==> src/rtl/iter_divmod.sv <==
// Multi-cycle unsigned divide/modulo using radix-2 restoring division.
// Produces one quotient bit per clock under a Start/done handshake.
module iter_divmod #(
    parameter int DATAWIDTH = 64
) (
    input  logic                 Clk,
    input  logic                 Rst,
    input  logic                 Start,
    input  logic [DATAWIDTH-1:0] a,
    input  logic [DATAWIDTH-1:0] c,
    output logic                 busy,
    output logic                 done,
    output logic [DATAWIDTH-1:0] quot,
    output logic [DATAWIDTH-1:0] rem,
    output logic                 divzero
);

    // state | meaning
    // IDLE  | waiting for Start
    // CALC  | iterating, one quotient bit per edge
    // DONE  | one-cycle result pulse; Start here is accepted back-to-back

    localparam int CW = $clog2(DATAWIDTH + 1);

    typedef enum logic [1:0] {
        IDLE = 2'd0,
        CALC = 2'd1,
        DONE = 2'd2
    } state_t;

    state_t                 state_q, state_d;
    logic [DATAWIDTH-1:0]   dvd_q, dvd_d;
    logic [DATAWIDTH-1:0]   dvs_q, dvs_d;
    logic [DATAWIDTH-1:0]   r_q, r_d;
    logic [DATAWIDTH-1:0]   quot_q, quot_d;
    logic [DATAWIDTH-1:0]   rem_q, rem_d;
    logic [CW-1:0]          cnt_q, cnt_d;
    logic                   divzero_q, divzero_d;

    logic [DATAWIDTH:0]     r_shift;
    logic [DATAWIDTH-1:0]   r_sub;
    logic [DATAWIDTH-1:0]   r_next;
    logic [DATAWIDTH-1:0]   dvd_next;
    logic                   ge;

    // Compare is one bit wider so a divisor with its MSB set is handled;
    // the subtraction result always fits in DATAWIDTH bits when ge is true.
    always_comb begin
        r_shift  = {r_q, dvd_q[DATAWIDTH-1]};
        ge       = (r_shift >= {1'b0, dvs_q});
        r_sub    = r_shift[DATAWIDTH-1:0] - dvs_q;
        r_next   = ge ? r_sub : r_shift[DATAWIDTH-1:0];
        dvd_next = {dvd_q[DATAWIDTH-2:0], ge};
    end

    always_comb begin
        state_d   = state_q;
        dvd_d     = dvd_q;
        dvs_d     = dvs_q;
        r_d       = r_q;
        cnt_d     = cnt_q;
        quot_d    = quot_q;
        rem_d     = rem_q;
        divzero_d = divzero_q;

        unique case (state_q)
            IDLE, DONE: begin
                if (state_q == DONE) begin
                    state_d = IDLE;
                end
                if (Start) begin
                    dvd_d = a;
                    dvs_d = c;
                    r_d   = '0;
                    if (c == '0) begin
                        state_d   = DONE;
                        quot_d    = '1;
                        rem_d     = a;
                        divzero_d = 1'b1;
                    end else begin
                        state_d = CALC;
                        cnt_d   = CW'(DATAWIDTH);
                    end
                end
            end
            CALC: begin
                // Quotient bits accumulate in the low end of the dividend register.
                r_d   = r_next;
                dvd_d = dvd_next;
                cnt_d = cnt_q - CW'(1);
                if (cnt_q == CW'(1)) begin
                    state_d   = DONE;
                    quot_d    = dvd_next;
                    rem_d     = r_next;
                    divzero_d = 1'b0;
                end
            end
            default: begin
                state_d = IDLE;
            end
        endcase
    end

    always_ff @(posedge Clk or posedge Rst) begin
        if (Rst) begin
            state_q   <= IDLE;
            dvd_q     <= '0;
            dvs_q     <= '0;
            r_q       <= '0;
            cnt_q     <= '0;
            quot_q    <= '0;
            rem_q     <= '0;
            divzero_q <= 1'b0;
        end else begin
            state_q   <= state_d;
            dvd_q     <= dvd_d;
            dvs_q     <= dvs_d;
            r_q       <= r_d;
            cnt_q     <= cnt_d;
            quot_q    <= quot_d;
            rem_q     <= rem_d;
            divzero_q <= divzero_d;
        end
    end

    assign busy    = (state_q == CALC);
    assign done    = (state_q == DONE);
    assign quot    = quot_q;
    assign rem     = rem_q;
    assign divzero = divzero_q;

endmodule

==> config.mk <==
export PLATFORM = sky130hd
export DESIGN_NAME = iter_divmod
export DESIGN_NICKNAME = d
export VERILOG_FILES = /design/src/rtl/iter_divmod.sv
export SDC_FILE = /design/constraint.sdc
export NUM_CORES = 1
export LEC_CHECK = 0
export BUFFER_PORTS_ARGS = -buffer_cell sky130_fd_sc_hd__buf_2
export CELL_PAD_IN_SITES_DETAIL_PLACEMENT = 1
export CELL_PAD_IN_SITES_GLOBAL_PLACEMENT = 1
export CORE_UTILIZATION = 47
export CTS_CLUSTER_DIAMETER = 200
export DETAILED_ROUTE_END_ITERATION = 10
export PLACE_DENSITY = 0.91
export SYNTH_ARGS = -nofsm -noshare
export SYNTH_HDL_FRONTEND = slang
export SYNTH_SLANG_ARGS = --single-unit
==> constraint.sdc <==
create_clock -name Clk -period 17.6 [get_ports Clk]
set_input_delay 1.76 -clock Clk [delete_from_list [all_inputs] [get_ports Clk]]
set_output_delay 1.76 -clock Clk [all_outputs]
set_load 0.02 [all_outputs]
==> flow_metrics.py <==
metrics = {
    "clocking": {
        "cts_tree": "done",
        "numCtsBuffers": 38,
        "ctsLongestPathBuffers": 3,
        "hold_buffers": 0,
        "post_cts_buffers": 0,
        "clk_latency_ps": 550,
        "htreeDepth": 2,
        "clock-sinks": 330,
        "cts.clk_slew.worst_paths_ps": 60,
        "cts_root_buffer": "clkbuf_16",
        "cts_repair_resize_count": 0,
    },
    "synthesis": {
        "yosys.cell_count.top_type": "nand2_1",
        "synthMuxAreaShare_pct": 1.905,
        "postSynthCellCount": 2085,
        "synth_compound_area_share_pct": 22.27,
        "yosysSeqAreaShare_pct": 46.23,
        "syn_area_sq_um": 17860,
        "synthFlopType": "dfrtp_1",
        "synth.distinct_cells": 67,
        "synth_top_family_by_area": "compound AO/OA/AOI/OAI gates",
        "synth.avg_cell_area_sq_um": 8.567,
        "synth_top_area_share_pct": 46.23,
        "yosys.area.top_type": "dfrtp_1",
        "synthTopCellsByCount": "349 x nand2_1, 330 x dfrtp_1, 226 x nor2_1",
        "synth_edf_count": 0,
        "syn_nets": 2283,
        "async_flop_share_pct": 100.0,
        "synth_area_leaders": "dfrtp_1 46%, nand2_1 7.3%, a21oi_1 5.9%",
        "synthAdderAreaFrac_pct": 4.735,
        "ys_seq_elements": 330,
        "ys_warn_count": 0,
        "synth-xor-area-share_pct": 2.795,
        "synth-simple-area-share_pct": 17.19,
    },
    "detailed_routing": {
        "wl_per_cell_microns": 23.14,
        "antenna_left": 0,
        "avgViaCountPerCell": 6.009,
        "routed_wl_mm": 65.11,
        "dr.max_layer_used": "met4",
        "first_pass_iters": 8,
        "via_count": 16910,
        "dr_wl_met2_mm": 29.85,
        "dr_wl_met3_mm": 4.473,
        "drt-met1-wl_mm": 28.24,
        "drcViolationCount": 0,
        "drt_iter0_markers": 1309,
    },
    "global_route": {
        "grt_max_degree": 224,
        "grt_pass1_wl_mm": 100.6,
        "grt_pass1_vias": 17520,
        "overflow": 0,
        "antenna_found_initial": 4,
        "grt_util_all_layers_pct": 33.47,
    },
    "finish": {
        "nNetsFinal": 2469,
        "drive_gt1_share_pct": 15.67,
        "syn_to_final_growth_pct": 15.66,
        "fillCellCount": 4477,
        "layoutNonFillerInstCount": 2814,
    },
    "timing": {
        "whs_ps": 471.2,
        "finalMaxSlewViolations": 0,
        "max_freq_mhz": 197.7,
        "fin_crit_sh_pct": 28.74,
        "slew_headroom_pct": 18.73,
        "setup_viol": 0,
        "min_period_ps": 5058,
        "tightest_slew_ps": 1219,
        "hold_viol_final": 0,
        "fin_skew_ps": 23.79,
        "fin_tns_setup_ps": 0,
        "rsz0062_at_grt": "false",
    },
    "critical_path": {
        "cp_max_fo": 107,
        "critical-path-slowest-cell": "nor4_1",
        "cp.required_ps": 18070,
        "slowest_delay_ps": 950,
        "crit_path_start_kind": "input pin",
        "arrival_ps": 5530,
        "crit_type": "input pin to register",
        "end_kind": "register",
        "crit_chain": "buf_2, nor4_1, nand4_1, nor4_1, buf_4, a21oi_4, inv_6, buf_4, o21ai_0, a21oi_1, a21o_1",
    },
    "floorplan": {
        "core-area_sq_um": 37490,
        "placementRows": 71,
        "die_h_microns": 196.9,
        "ios": 262,
        "initial_utilization_pct": 47.65,
        "die_area_sq_um": 38790,
        "die_w_microns": 196.9,
    },
    "place": {
        "placed_cells": 2742,
        "dpl.hpwl_mm": 46.53,
        "port_buffers": 261,
        "gp_congestion": 0.9375,
    },
    "worst_hold_path": {
        "min_path_type": "register to register",
    },
    "status": {
        "outcome": "completed",
    },
    "flow_run": {
        "cap_violations": 0,
    },
}
==> per-stage QoR <==
stage               cell area, sq um  setup WS (ps)  utilization [%]
floorplan                      17860           6700                -
global placement               19440          12200            51.87
detailed placement             19440          12100            51.87
CTS                            20640          12590            55.07
global route                   20650          12310            55.09
finish                         20660          12540            55.11
==> critical path: cells and delay by family <==
kind	cells	cell delay, ps
buffers and inverters	4	1630
and+or+nand+nor	3	1390
AOI/OAI and AO/OA	4	650
==> cells in the final DEF (no fill, tap or decap), drive strengths merged, types with 5 or more instances in the layout <==
cell type,n
nand2,350
dfrtp,330
buf,276
nor2,227
a21oi,212
o21ai,178
inv,92
a31oi,77
ha,66
clkbuf,54
a21o,47
xnor2,35
mux2i,34
a211oi,30
nand4,30
nor4,22
xor2,22
and3,21
nand3,16
o21bai,15
o21a,14
nor3,13
or3,13
a221oi,11
o211ai,9
o22ai,9
o22a,9
nand2b,7
clkinv,7
diode,6
a211o,6
o31a,6
a22oi,6
and2,6
or2,5
o31ai,5
==> metal layers <==
layer / vias to the layer above / GRT usage [%]
met1: 8461 / 45.40
met3: 153 / 6.280
met5: - / 0
li1: 7676 / -
met4: 0 / 12.58
met2: 618 / 53.23
==> final timing paths <==
kind                       slack, ps        end  startpoint  depth (start not counted)
min in group asynchronous       1340   quot[44]         Rst                          2
max in group asynchronous      13860  dvs_q[32]         Rst                          4
hold / removal                   470     rem[0]      rem[0]                          2
hold reg to reg                  470     rem[0]      rem[0]                          2
setup / recovery               12540    rem[20]       c[38]                         11
setup reg to reg               12690    rem[47]     r_q[27]                         12
==> cell families (layout without fill, tap and decap cells) <==
group,after synthesis,in the layout
AND/OR/NAND/NOR,721,721
AO/OA/AOI/OAI,657,657
flip-flops,330,330
buffers and inverters,219,431
adder cells (fa/ha/maj),67,67
XOR/XNOR,57,57
multiplexers,34,34
other,0,6
==> area by class of cell <==
class / instances / area (sq um) / area share (%)
Multi-Input combinational cell: 1536 / 8770 / 42.45
Clock buffer: 54 / 1061 / 5.136
Sequential cell: 330 / 8258 / 39.97
Inverter: 89 / 346.6 / 1.678
Timing Repair Buffer: 276 / 1431 / 6.928
Clock inverter: 12 / 138.9 / 0.6722
Tap cell: 511 / 639.4 / 3.095
Antenna cell: 6 / 15.01 / 0.07267
==> flip-flops by register name, summed over array words and instances (netlist names) <==
register / flops
dvd_q: 64
dvs_q: 64
quot: 64
r_q: 64
rem: 64
cnt_q: 7
state_q: 2
divzero: 1
Power is not shown: default switching activity piles up to over one toggle a cycle in this logic, so the estimate is an artifact.
